===== config.mk =====
export PLATFORM = sky130hd
export DESIGN_NAME = mem_arbiter
export DESIGN_NICKNAME = d
export VERILOG_FILES = /design/src/rtl/mem_arbiter.sv
export SDC_FILE = /design/constraint.sdc
export NUM_CORES = 1
export LEC_CHECK = 0
export CAP_MARGIN = 20
export CORE_ASPECT_RATIO = 1.75
export CORE_MARGIN = 2
export CORE_UTILIZATION = 54
export CTS_BUF_LIST = sky130_fd_sc_hd__clkbuf_8
export DETAILED_ROUTE_END_ITERATION = 12
export GPL_TIMING_DRIVEN = 0
export PLACE_DENSITY = 0.95
export SYNTH_ARGS = -nofsm -noshare
export SYNTH_HDL_FRONTEND = slang
export SYNTH_SLANG_ARGS = --single-unit

===== constraint.sdc =====
create_clock -name clk -period 9.8 [get_ports clk]
set_clock_uncertainty 0.15 [all_clocks]
set_input_delay 0.98 -clock clk [delete_from_list [all_inputs] [get_ports clk]]
set_output_delay 0.98 -clock clk [all_outputs]
set_load 0.02 [all_outputs]

===== src/rtl/mem_arbiter.sv =====
// Memory arbiter and byte sequencer: grants one of fetch / load-store buffer /
// reorder buffer by fixed priority and walks the access one byte per cycle over
// the byte-wide RAM/IO bus, reassembling read data little-endian.
module mem_arbiter #(
  parameter logic [1:0] IO_SEL = 2'b11
) (
  input  logic        clk,
  input  logic        rst,
  input  logic        rdy,
  input  logic        flush,
  input  logic        fetch_req,
  input  logic [31:0] fetch_addr,
  output logic        fetch_done,
  output logic [31:0] fetch_data,
  input  logic        lsb_req,
  input  logic [31:0] lsb_addr,
  input  logic [2:0]  lsb_size,
  output logic        lsb_done,
  output logic [31:0] lsb_data,
  input  logic        rob_req,
  input  logic        rob_wr,
  input  logic [31:0] rob_addr,
  input  logic [2:0]  rob_size,
  input  logic [31:0] rob_wdata,
  output logic        rob_done,
  output logic [31:0] rob_rdata,
  input  logic [7:0]  mem_din,
  output logic [7:0]  mem_dout,
  output logic [31:0] mem_a,
  output logic        mem_wr,
  input  logic        io_buffer_full
);

  typedef enum logic [1:0] {IDLE, READ, WRITE} state_t;

  localparam logic [1:0] OWN_FETCH = 2'd0;
  localparam logic [1:0] OWN_LSB   = 2'd1;
  localparam logic [1:0] OWN_ROB   = 2'd2;

  // Byte count from the size field: the highest set bit wins.
  function automatic logic [2:0] size_bytes(input logic [2:0] size);
    if (size[2])      return 3'd4;
    else if (size[1]) return 3'd2;
    else              return 3'd1;
  endfunction

  state_t      state_q, state_n;
  logic [1:0]  owner_q, owner_n;
  logic [31:0] addr_q, addr_n;
  logic [31:0] wdata_q, wdata_n;
  logic [31:0] buf_q, buf_n;
  logic [2:0]  cnt_q, cnt_n;
  logic [2:0]  iss_q, iss_n;
  logic [2:0]  cap_q, cap_n;
  logic [2:0]  rd_iss;
  logic        cap_en_q, cap_en_n;
  logic        held_q, held_n;
  logic        io_stall;
  logic        grant;
  logic        fetch_done_n, lsb_done_n, rob_done_n;
  logic [31:0] fetch_data_n, lsb_data_n, rob_rdata_n;

  // Next-state, bus drive and completion logic.
  always_comb begin
    state_n      = state_q;
    owner_n      = owner_q;
    addr_n       = addr_q;
    wdata_n      = wdata_q;
    buf_n        = buf_q;
    cnt_n        = cnt_q;
    iss_n        = iss_q;
    cap_n        = cap_q;
    cap_en_n     = cap_en_q;
    held_n       = held_q;
    grant        = 1'b0;
    fetch_done_n = fetch_done;
    lsb_done_n   = lsb_done;
    rob_done_n   = rob_done;
    fetch_data_n = fetch_data;
    lsb_data_n   = lsb_data;
    rob_rdata_n  = rob_rdata;
    mem_a        = 32'd0;
    mem_wr       = 1'b0;
    mem_dout     = 8'd0;

    // After a freeze, read bytes whose data was lost are re-issued from the
    // capture pointer; the bus holds its last value while frozen.
    rd_iss   = (held_q && rdy) ? cap_q : iss_q;
    io_stall = (addr_q[17:16] == IO_SEL) && io_buffer_full;

    case (state_q)
      READ: begin
        if (rd_iss < cnt_q) mem_a = addr_q + {29'd0, rd_iss};
      end
      WRITE: begin
        if (!io_stall) begin
          mem_a    = addr_q + {29'd0, iss_q};
          mem_dout = wdata_q[{iss_q[1:0], 3'b000} +: 8];
          mem_wr   = rdy;
        end
      end
      default: ;
    endcase

    if (rdy) begin
      held_n       = 1'b0;
      fetch_done_n = 1'b0;
      lsb_done_n   = 1'b0;
      rob_done_n   = 1'b0;
      case (state_q)
        IDLE: begin
          grant = 1'b1;
          if (rob_req && !rob_done) begin
            owner_n = OWN_ROB;
            addr_n  = rob_addr;
            cnt_n   = size_bytes(rob_size);
            wdata_n = rob_wdata;
            state_n = rob_wr ? WRITE : READ;
          end else if (!flush && lsb_req && !lsb_done) begin
            owner_n = OWN_LSB;
            addr_n  = lsb_addr;
            cnt_n   = size_bytes(lsb_size);
            wdata_n = 32'd0;
            state_n = READ;
          end else if (!flush && fetch_req && !fetch_done) begin
            owner_n = OWN_FETCH;
            addr_n  = fetch_addr;
            cnt_n   = 3'd4;
            wdata_n = 32'd0;
            state_n = READ;
          end else begin
            grant = 1'b0;
          end
          if (grant) begin
            iss_n    = 3'd0;
            cap_n    = 3'd0;
            cap_en_n = 1'b0;
            buf_n    = 32'd0;
          end
        end
        READ: begin
          if (rd_iss < cnt_q) begin
            iss_n    = rd_iss + 3'd1;
            cap_en_n = 1'b1;
          end else begin
            iss_n    = rd_iss;
            cap_en_n = 1'b0;
          end
          // mem_din belongs to the address issued on the previous active cycle.
          if (cap_en_q && !held_q && (cap_q < cnt_q)) begin
            buf_n[{cap_q[1:0], 3'b000} +: 8] = mem_din;
            cap_n = cap_q + 3'd1;
          end
          if (flush && (owner_q != OWN_ROB)) begin
            state_n = IDLE;
          end else if (cap_n == cnt_q) begin
            state_n = IDLE;
            case (owner_q)
              OWN_FETCH: begin fetch_done_n = 1'b1; fetch_data_n = buf_n; end
              OWN_LSB:   begin lsb_done_n   = 1'b1; lsb_data_n   = buf_n; end
              default:   begin rob_done_n   = 1'b1; rob_rdata_n  = buf_n; end
            endcase
          end
        end
        WRITE: begin
          if (!io_stall) begin
            iss_n = iss_q + 3'd1;
            if (iss_n == cnt_q) begin
              state_n    = IDLE;
              rob_done_n = 1'b1;
            end
          end
        end
        default: state_n = IDLE;
      endcase
    end else begin
      held_n = 1'b1;
    end
  end

  // State, pointer and output registers with synchronous active-low reset.
  always_ff @(posedge clk) begin
    if (!rst) begin
      state_q    <= IDLE;
      owner_q    <= OWN_FETCH;
      addr_q     <= 32'd0;
      wdata_q    <= 32'd0;
      buf_q      <= 32'd0;
      cnt_q      <= 3'd0;
      iss_q      <= 3'd0;
      cap_q      <= 3'd0;
      cap_en_q   <= 1'b0;
      held_q     <= 1'b0;
      fetch_done <= 1'b0;
      lsb_done   <= 1'b0;
      rob_done   <= 1'b0;
      fetch_data <= 32'd0;
      lsb_data   <= 32'd0;
      rob_rdata  <= 32'd0;
    end else begin
      state_q    <= state_n;
      owner_q    <= owner_n;
      addr_q     <= addr_n;
      wdata_q    <= wdata_n;
      buf_q      <= buf_n;
      cnt_q      <= cnt_n;
      iss_q      <= iss_n;
      cap_q      <= cap_n;
      cap_en_q   <= cap_en_n;
      held_q     <= held_n;
      fetch_done <= fetch_done_n;
      lsb_done   <= lsb_done_n;
      rob_done   <= rob_done_n;
      fetch_data <= fetch_data_n;
      lsb_data   <= lsb_data_n;
      rob_rdata  <= rob_rdata_n;
    end
  end

endmodule


==> results summary <==
Summed over all instances, the cell type with the most area after synthesis is sky130_fd_sc_hd__dfxtp_1. The leakage power figure is 5.22 nW. The overall die height is 192 µm. TritonCTS built the clock tree. Timing analysis after detailed placement gives a worst setup slack of 3.42 ns. The global-route wire length before repair is 64500 µm.

The switching power came out at 567 µW. The part of the total power dissipated in sequential elements is 47.4%. The fraction of power spent switching nets is 29.4%. The worst setup path is launched from an input port. The growth of design area from synthesis to finish came out at 34.4%. Sorting the synthesized cells by how often they occur yields sky130_fd_sc_hd__dfxtp_1, sky130_fd_sc_hd__nand2_1, sky130_fd_sc_hd__nand3_1. Total power for the finished layout comes to 1.93 mW. The horizontal die dimension came out at 111 µm. The residual DRC count came out at 0.

The number of antenna repair diodes is 0. The total die area came out at 0.0214 mm². STA classifies the critical path endpoint as an output port.

The synthesized instance count is 1312. The number of cell rows is 68. The number of global-route vias before repair is 12400.

Counting every net in the synthesized netlist gives 1487. The endpoint required time on the critical path came out at 8.67 ns. The remaining global-route overflow is 0. The area taken by flip-flops and latches came out at 0.00420 mm².

The slew of the pin with the lowest slew margin came out at 1.01 ns. The via total after detailed routing came out at 12200. The most critical setup path has its startpoint at rdy. The number of iterations in the first detailed-routing pass came out at 8. In the post-synthesis netlist, the cell with the most instances is sky130_fd_sc_hd__dfxtp_1.

The overall routed net length is 42200 µm. The predominant post-synthesis flop cell is sky130_fd_sc_hd__dfxtp_1. The total power divided by cell area is 131 mW/mm².

The worst setup path is of the in -> out kind. The boundary pin count is 291. The clock network fraction of total power came out at 36.2%. The core box area came out at 0.0197 mm².

The number of distinct standard cells referenced by the synthesized netlist came out at 81. The largest net degree at the start of global routing came out at 15. After detailed routing, the average wire length per cell comes to 22.3 µm. For flop-to-flop paths, the worst setup slack is 6.33 ns. The flow ran to the end, and the final reports show no timing, DRC or antenna violations.

The clock net sink count came out at 210. The post-layout minimum cycle time came out at 6.52 ns. The post-synthesis cell area is 0.0109 mm².

Setup repair after global routing left no endpoint under its margin. The tree is rooted in a sky130_fd_sc_hd__clkbuf_8. The largest fanout on the critical path is 10.

The combinational power share came out at 16.4%. The startpoint identified for the worst register-to-register timing path is iss_q[1]. The number of port buffers came out at 287.

The maximum vdd drop is 0.000122 V. The worst min-delay path class is reg -> reg. For the worst flop-to-flop path, the logic depth is 9. The synthesized design contains 210 register bits. The layout has 1467 filler cells.

No sink is reached through more buffers than the 3 on the longest clock path. The post-synthesis area per instance is 8.30 µm². In the routed layout, each cell is associated on average with a via count of 6.45. Of the synthesized area, sequential elements account for 38.6%. The final clock period utilization by the worst path came out at 66.6%. Summing all multi-input logic gate instances after layout gives 0.00605 mm². The number of buffers inserted for hold repair after clock tree synthesis is 0. The violation count after the first detailed-route iteration came out at 1222. For this configuration, the core starts out at a cell density of 55.2%. The final layout net count came out at 1804. The post-route setup TNS came out at 0 ns. The total number of yosys warnings is 0. In the global route stage, overall resource usage came out at 38.2%. The number of antenna violations at the first check in global routing came to 0.

The minimum setup slack in the final design came out at 3.28 ns. The maximum clock rate is 153 MHz. For this run, asynchronously set or reset flops after synthesis account for 0%. The HPWL after detailed placement is 32500 µm. The number of maximum-capacitance constraint violations is 0. The number of CTS-inserted buffers is 28. The number of hold violations in the final report came out at 0. The number of enable flip-flop cells after synthesis came out at 0. The share of final-layout standard cells stronger than drive strength 1 came out at 8.49%. The final weighted congestion in routability-driven placement is 1.03. The count of final setup violators came out at 0. The arrival time at the worst endpoint is 5.39 ns. The count of final max-slew check failures came out at 0.

The worst max-slew margin expressed relative to the limit came out at 32.4%. Cell internal power was estimated by the tool at 1.36 mW. The post-CTS resize count is 0. CTS built an H-tree with a depth of 1. The number of buffers inserted to repair setup after CTS is 0. The cell depth of the worst hold path is 2. The worst-skew pair later-pin latency is 0.58 ns. By area the synthesized netlist is led by sky130_fd_sc_hd__dfxtp_1, sky130_fd_sc_hd__nand2_1, sky130_fd_sc_hd__nand3_1, sky130_fd_sc_hd__o21ai_0, sky130_fd_sc_hd__a21oi_1. Clock-pin slew was measured on the worst setup and hold paths at 0.07 ns. The portion of synthesized cell area occupied by the leading cell type came out at 38.6%. In this run the most critical hold path is launched from wdata_q[16]. The number of routed nets with antenna violations is 0.
logic make-up after synthesis:
| logic type | after synthesis | share of synthesized area, % |
|---|---|---|
| AO/OA/AOI/OAI | 390 | 24.0 |
| XOR/XNOR | 13 | 1.05 |
| adder cells (fa/ha/maj) | 24 | 2.89 |
| buffers and inverters | 133 | 5.82 |
| flip-flops | 210 | 38.6 |
| multiplexers | 37 | 4.33 |
| AND/OR/NAND/NOR | 505 | 23.3 |
final timing paths:
check,end
worst max-delay path,mem_a[28]
worst min-delay path,wdata_q[16]
worst max register to register,cap_en_q
worst min register to register,wdata_q[16]
stage by stage:
| step | hold slack [ns] | util [%] | cells | area, µm² |
|---|---|---|---|---|
| 2_1_floorplan | 0.279 | - | 1312 | 10900 |
| 3_3_place_gp | 0.285 | 71.3 | 1844 | 14100 |
| 3_5_place_dp | 0.296 | 71.3 | 1844 | 14100 |
| 4_1_cts | 0.305 | 74.2 | 1894 | 14600 |
| 5_1_grt | 0.327 | 74.2 | 1894 | 14600 |
| 6_report | 0.310 | 74.2 | 1894 | 14600 |
cell usage in the layout, fill, tap and decap left out, drive strengths merged, types with 7 or more instances in the layout:
cell type      instances
buf                   54
nand3                119
dfxtp                210
and2                   8
a222oi                32
clkbuf                87
xnor2                  7
ha                    22
nand2                148
inv                   33
clkinv                 7
o22ai                 10
and4                   8
nor2b                 31
nand4                 12
o31ai                  7
a21oi                 71
mux2i                 28
nor2                  95
and3                  38
nor3                  12
clkdlybuf4s50        287
a31oi                  8
mux4                   8
o21ai                138
a22oi                 37
a211oi                37
power by group through the flow:
stage | Sequential (mW) | Combinational [mW] | Clock (mW)
6_report | 0.912 | 0.316 | 0.698
5_1_grt | 0.913 | 0.336 | 0.730
4_1_cts | 0.909 | 0.308 | 0.694
3_5_place_dp | 0.928 | 0.306 | 0
3_3_place_gp | 0.927 | 0.300 | 0
2_1_floorplan | 0.913 | 0.171 | 0
state kept, by name, indices dropped and copies added, names as in the netlist:
| register | count |
|---|---|
| fetch_done | 1 |
| owner_q | 2 |
| rob_done | 1 |
| lsb_done | 1 |
| lsb_data | 32 |
| addr_q | 32 |
| state_q | 2 |
| buf_q | 32 |
| cnt_q | 3 |
| wdata_q | 32 |
| rob_rdata | 32 |
| held_q | 1 |
| cap_q | 3 |
| cap_en_q | 1 |
| fetch_data | 32 |
| iss_q | 3 |
area by class of cell:
cell class	count	area share, %
well taps	245	2.09
clock inverters	18	0.906
inverters	24	0.615
multi-input cells	969	41.3
flip-flops and latches	210	28.7
plain buffers	109	3.72
repair buffers	287	19.6
clock buffers	32	3.01
per-layer routing:
metal  GRT usage [%]  part of all wire [%]  routed length, µm
met1            33.8                    31              13000
met2            72.5                    53              22200
met3            7.01                   7.3               3080
met4            33.6                   9.5               4010
met5               0                     0                  0
critical path, stage by stage:
cell and delay (ns):
sky130_fd_sc_hd__clkdlybuf4s50_1 0.52, sky130_fd_sc_hd__buf_2 0.26, sky130_fd_sc_hd__nand2_1 0.14, sky130_fd_sc_hd__o21ai_0 0.50, sky130_fd_sc_hd__inv_1 0.21, sky130_fd_sc_hd__fa_1 0.46
sky130_fd_sc_hd__nor2b_1 0.29, sky130_fd_sc_hd__o2111ai_1 0.30, sky130_fd_sc_hd__o22ai_1 0.33, sky130_fd_sc_hd__nand2_1 0.25, sky130_fd_sc_hd__or3_1 0.42, sky130_fd_sc_hd__o21ai_1 0.12
sky130_fd_sc_hd__clkdlybuf4s50_1 0.61
(Power assumes the default switching activity.)
